$ cat src/rtl/clock_divider_core_pkg.sv
// Shared constants for the clock divider: game and VGA divider defaults,
// counter width and the shortened game terminal used by CLOCK_DIVIDER_SIM_FAST_EN.
package clock_divider_core_pkg;

    localparam int GAME_TERMINAL_DEFAULT = 833331;
    localparam int GAME_CNT_W            = 21;
    localparam int VGA_HALF_DEFAULT      = 2;
    localparam int SIM_FAST_TERMINAL     = 15;

endpackage

$ cat src/rtl/clock_divider_core_toggle_divider.sv
// Next-state logic of a terminal-count counter with a toggle flop.
// The parent holds the state so both dividers share one implementation.
module toggle_divider
    import clock_divider_core_pkg::*;
#(
    parameter int W = 1
) (
    input  logic [W-1:0] cnt_q,
    input  logic         tog_q,
    input  logic [W-1:0] terminal,
    output logic [W-1:0] cnt_d,
    output logic         tog_d
);

    always_comb begin
        cnt_d = cnt_q + W'(1);
        tog_d = tog_q;
        if (cnt_q == terminal) begin
            cnt_d = '0;
            tog_d = ~tog_q;
        end else if (cnt_q > terminal) begin
            // Out-of-range count recovers to zero without producing an edge.
            cnt_d = '0;
        end
    end

endmodule

$ cat src/rtl/clock_divider_core.sv
// Game tick and VGA pixel clock dividers from one system clock.
// Define CLOCK_DIVIDER_SIM_FAST_EN to shorten the game half-period to 16 cycles.
module clock_divider_core
    import clock_divider_core_pkg::*;
#(
    parameter int GAME_TERMINAL = GAME_TERMINAL_DEFAULT,
    parameter int VGA_HALF      = VGA_HALF_DEFAULT
) (
    input  logic clk,
    input  logic rst,
    output logic game_tick,
    output logic vga_clk
);

`ifdef CLOCK_DIVIDER_SIM_FAST_EN
    localparam logic [GAME_CNT_W-1:0] GAME_TERM_EFF = GAME_CNT_W'(SIM_FAST_TERMINAL);
`else
    localparam logic [GAME_CNT_W-1:0] GAME_TERM_EFF = GAME_CNT_W'(GAME_TERMINAL);
`endif

    localparam int               VGA_W    = (VGA_HALF > 2) ? $clog2(VGA_HALF) : 1;
    localparam logic [VGA_W-1:0] VGA_TERM = VGA_W'(VGA_HALF - 1);

    // Game path state lives at this level so it is visible by name here.
    logic [GAME_CNT_W-1:0] game_tick_counter;
    logic [GAME_CNT_W-1:0] game_tick_counter_d;
    logic                  game_clk_in;
    logic                  game_clk_in_d;

    logic [VGA_W-1:0] vga_phase_q, vga_phase_d;
    logic             vga_tog_q, vga_tog_d;
    logic             vga_clk_q, vga_clk_d;

    toggle_divider #(.W(GAME_CNT_W)) u_game_div (
        .cnt_q    (game_tick_counter),
        .tog_q    (game_clk_in),
        .terminal (GAME_TERM_EFF),
        .cnt_d    (game_tick_counter_d),
        .tog_d    (game_clk_in_d)
    );

    toggle_divider #(.W(VGA_W)) u_vga_div (
        .cnt_q    (vga_phase_q),
        .tog_q    (vga_tog_q),
        .terminal (VGA_TERM),
        .cnt_d    (vga_phase_d),
        .tog_d    (vga_tog_d)
    );

    // Output flop delays the toggle by one edge, giving the 0,0,1,1 start.
    always_comb begin
        vga_clk_d = vga_tog_q;
    end

    always_ff @(posedge clk) begin
        if (rst) begin
            game_tick_counter <= '0;
            game_clk_in       <= 1'b0;
            vga_phase_q       <= '0;
            vga_tog_q         <= 1'b0;
            vga_clk_q         <= 1'b0;
        end else begin
            game_tick_counter <= game_tick_counter_d;
            game_clk_in       <= game_clk_in_d;
            vga_phase_q       <= vga_phase_d;
            vga_tog_q         <= vga_tog_d;
            vga_clk_q         <= vga_clk_d;
        end
    end

    assign game_tick = game_clk_in;
    assign vga_clk   = vga_clk_q;

endmodule

$ cat config.mk
export PLATFORM = sky130hd
export DESIGN_NAME = clock_divider_core
export DESIGN_NICKNAME = d
export VERILOG_FILES = /design/src/rtl/clock_divider_core_pkg.sv /design/src/rtl/clock_divider_core_toggle_divider.sv /design/src/rtl/clock_divider_core.sv
export SDC_FILE = /design/constraint.sdc
export NUM_CORES = 1
export LEC_CHECK = 0
export CAP_MARGIN = 20
export CELL_PAD_IN_SITES_DETAIL_PLACEMENT = 0
export CELL_PAD_IN_SITES_GLOBAL_PLACEMENT = 1
export CORE_UTILIZATION = 48
export DETAILED_ROUTE_END_ITERATION = 7
export GPL_TIMING_DRIVEN = 0
export PLACE_DENSITY_LB_ADDON = 0.1
export SLEW_MARGIN = 0
export SYNTH_ARGS = -nofsm -noshare
export SYNTH_HDL_FRONTEND = slang
export SYNTH_SLANG_ARGS = --single-unit
export TNS_END_PERCENT = 1
$ cat constraint.sdc
create_clock -name clk -period 2.6 [get_ports clk]
set_input_delay 0.52 -clock clk [delete_from_list [all_inputs] [get_ports clk]]
set_output_delay 0.52 -clock clk [all_outputs]
set_load 0.1 [all_outputs]
==> key figures <==
Final layout
  • Fin util: 57.52%
  • Layout cells sized above 1: 10.00%
  • Diodes inserted: 0
  • Area Overhead vs Synth: 8.219%
  • Final #Nets: approximately 130

Clock network
  • TritonCTS clock tree: done
  • Clock latency at the later pin of the worst-skew pair: 0.31 ns
  • Clock root cell: clkbuf_4
  • Post_cts resized: 0
  • CTS buffer count: 3
  • Setup repair bufs after CTS: 0
  • Sink Count: 25
  • Worst-path clk slew: 0.13 ns
  • CTS H-tree lvls: 1
  • CTS max path bufs: 2
  • Count of hold-fix buffers inserted at cts: 0

STA
  • RSZ-0062 raised after global routing: no
  • Clock Skews: about 0.006 ns
  • Final period demand of the worst path: 2.321 ns
  • Min Hold Slack: 0.4486 ns
  • Fmax achieved: approximately 430 MHz
  • Final Max Tran Viols: 0
  • Relative slew slack: about 36%
  • Final setup fails: 0
  • Final Cycle Share: 89.28%
  • Setup TNS Final: 0 ns
  • Hold Fails Final Rpt: 0
  • Slew @ Worst Pin: 0.9571 ns

Yosys
  • Number of distinct library cells after synthesis: 26
  • Post-synthesis instance total: 123
  • Syn avg cell area: slightly below 9 µm²
  • Asr flop ratio synth: 0%
  • Register area share after synthesis: 45.66%
  • Synthesized flop and latch total: 25
  • EDFF count, synth: 0
  • Post-synth top flop: dfxtp_1
  • Most numerous cell in the Yosys netlist: nor2_1
  • Synth area leaders: dfxtp_1 46%, nor2_1 10%, xnor2_1 8.8%
  • Synthesized net count: 126
  • Synth top area share: between 40% and 50%
  • Post-synth top cells: 30 x nor2_1, 25 x dfxtp_1, 11 x xnor2_1
  • Synthesized area: about 1100 µm²
  • Yosys top cell by area: dfxtp_1
  • Synth warnings: 0

Placement
  • Final GP Congestion: around 0.75
  • DP HPWL: 1294 µm
  • # port buffers: 3

Critical path
  • Slowest-stage cell, CP: clkdlybuf4s50_1
  • Req. time, crit path: 2.08 ns
  • Worst Path Arrival: between 1.5 and 2 ns
  • Delay-heaviest family, CP: buffers and inverters
  • Worst path cell trace: clkdlybuf4s50_1
  • Largest stage delay on the critical path: roughly 1.1 ns
  • Startpoint types: flop
  • CP endpoint kind: output pin
  • FF-to-FF setup slack: 0.71 ns
  • Worst-path maximum fanout: 2
  • Setup CP Type: flop to output pin
  • CP bufs+invs: 1

Floorplan
  • FP Rows: 16
  • Chip width: between 40 and 50 µm
  • Initial Utilization: 53.16%
  • Core area: slightly above 2000 µm²
  • Ports: 4
  • Die Y: 49.79 µm
  • Die area: 2479 µm²

Detailed routing
  • DR WL/cell: 11.09 µm
  • Final antenna-violating net count: 0
  • Post-Route WL: 1741 µm
  • Iter 0 DRT Violations: 13
  • DRC Markers: 0
  • 1st-pass router iterations: 4
  • Vias/cell: a little over 5
  • Routed vias: 794

Power
  • Reg power frac: 66.5%
  • Max VDD drop: ~0.26 mV
  • Clock power frac: 28.7%
  • Power Internal: 0.4601 mW
  • Switch Pwr: 0.1317 mW
  • Switch share: 22.25%
  • LEAKAGE: 0.3793 nW
  • Power Density: about 500 nW/µm²
  • Gate power share: 4.8%

Flow run
  • MaxCap Viol Count: 0

Global routing
  • Vias in the first global route: 687
  • First-pass GRT wire length: ~2900 µm
  • Gr usage total: 15.53%
  • Largest net degree at the start of global routing: 14
  • Antenna violations before repair: 0
  • GRT Residual Overflow: 0

Status
  • Outcome: complete, no violations

Hold path
  • HP Class: flop to flop
## metal layers
| metal | vias to the layer above | GRT usage, % | part of all wire [%] | wire (µm) |
|---|---|---|---|---|
| met2 | 4 | 23.42 | 45 | 779 |
| met4 | 0 | 7.143 | 0.69 | 12 |
| met1 | 361 | 21.33 | 53 | 919 |
| li1 | 427 | - | - | - |
| met3 | 2 | 2.778 | 1.7 | 29 |
| met5 | - | 0 | 0 | 0 |
## power groups by stage
stage	logic [mW]	clock network (mW)	registers [mW]
2_1_floorplan	0.0139	0	0.409
3_3_place_gp	0.0283	0	0.402
3_5_place_dp	0.0287	0	0.402
4_1_cts	0.0289	0.176	0.394
5_1_grt	0.0307	0.190	0.395
6_report	0.0283	0.170	0.394
## cells by family after synthesis
family	count (synthesis)	share of synthesized area (%)
AO/OA/AOI/OAI	5	3.653
other	1	0.3421
AND/OR/NAND/NOR	67	30.48
XOR/XNOR	20	15.98
flip-flops	25	45.66
adder cells (fa/ha/maj)	1	1.141
buffers and inverters	4	2.739
## cell usage in the layout (no fill, tap or decap)
master,netlist,final
nor2_1,30,30
dfxtp_1,25,25
xnor2_1,11,11
nand2_1,10,10
xor2_1,9,9
nand4_1,7,7
nand3_1,4,4
or2_2,3,3
nor4_1,3,3
clkbuf_4,0,3
clkdlybuf4s50_1,0,3
a21oi_1,2,2
or4_4,2,2
buf_6,2,2
clkbuf_1,1,2
nor3_1,2,2
and4bb_2,1,1
nor3b_1,1,1
a21o_2,1,1
nand4b_1,1,1
a311oi_1,1,1
o211ai_2,1,1
and3_1,1,1
and4_1,1,1
nor2b_1,1,1
inv_1,1,1
ha_1,1,1
conb_1,1,1
## metrics by stage
| step | instance area [µm²] | instances | setup slack (ns) | total power, mW |
|---|---|---|---|---|
| detailed placement | 1160 | 153 | 0.6275 | 0.4309 |
| global placement | 1160 | 153 | 0.6261 | 0.4304 |
| finish | 1186 | 157 | 0.2787 | 0.5918 |
| floorplan | 1096 | 123 | 0.8326 | 0.4228 |
| CTS | 1186 | 157 | 0.2713 | 0.5991 |
| global route | 1186 | 157 | 0.2405 | 0.6155 |
## registers in the layout (all words and copies together) (netlist names)
name,cells
vga_clk,1
vga_phase_q,1
game_tick,1
vga_clk_d,1
game_tick_counter,21
## path summary, 6_finish.rpt
| check | start | end | cells past startpoint |
|---|---|---|---|
| worst max-delay path | game_tick | game_tick | 1 |
| worst min-delay path | vga_phase_q | vga_phase_q | 1 |
| worst max register to register | game_tick_counter[0] | game_tick_counter[18] | 7 |
| worst min register to register | vga_phase_q | vga_phase_q | 1 |
## area by class of cell
cell class | instances | area, µm²
buffer | 3 | 26.28
clock buffer | 4 | 26.28
fill | 188 | 875.8
inverter | 1 | 3.754
multi-input combinational | 94 | 565.5
sequential | 25 | 500.5
tap | 27 | 33.78
timing repair buffer | 3 | 30.03
(Power assumes the default switching activity.)
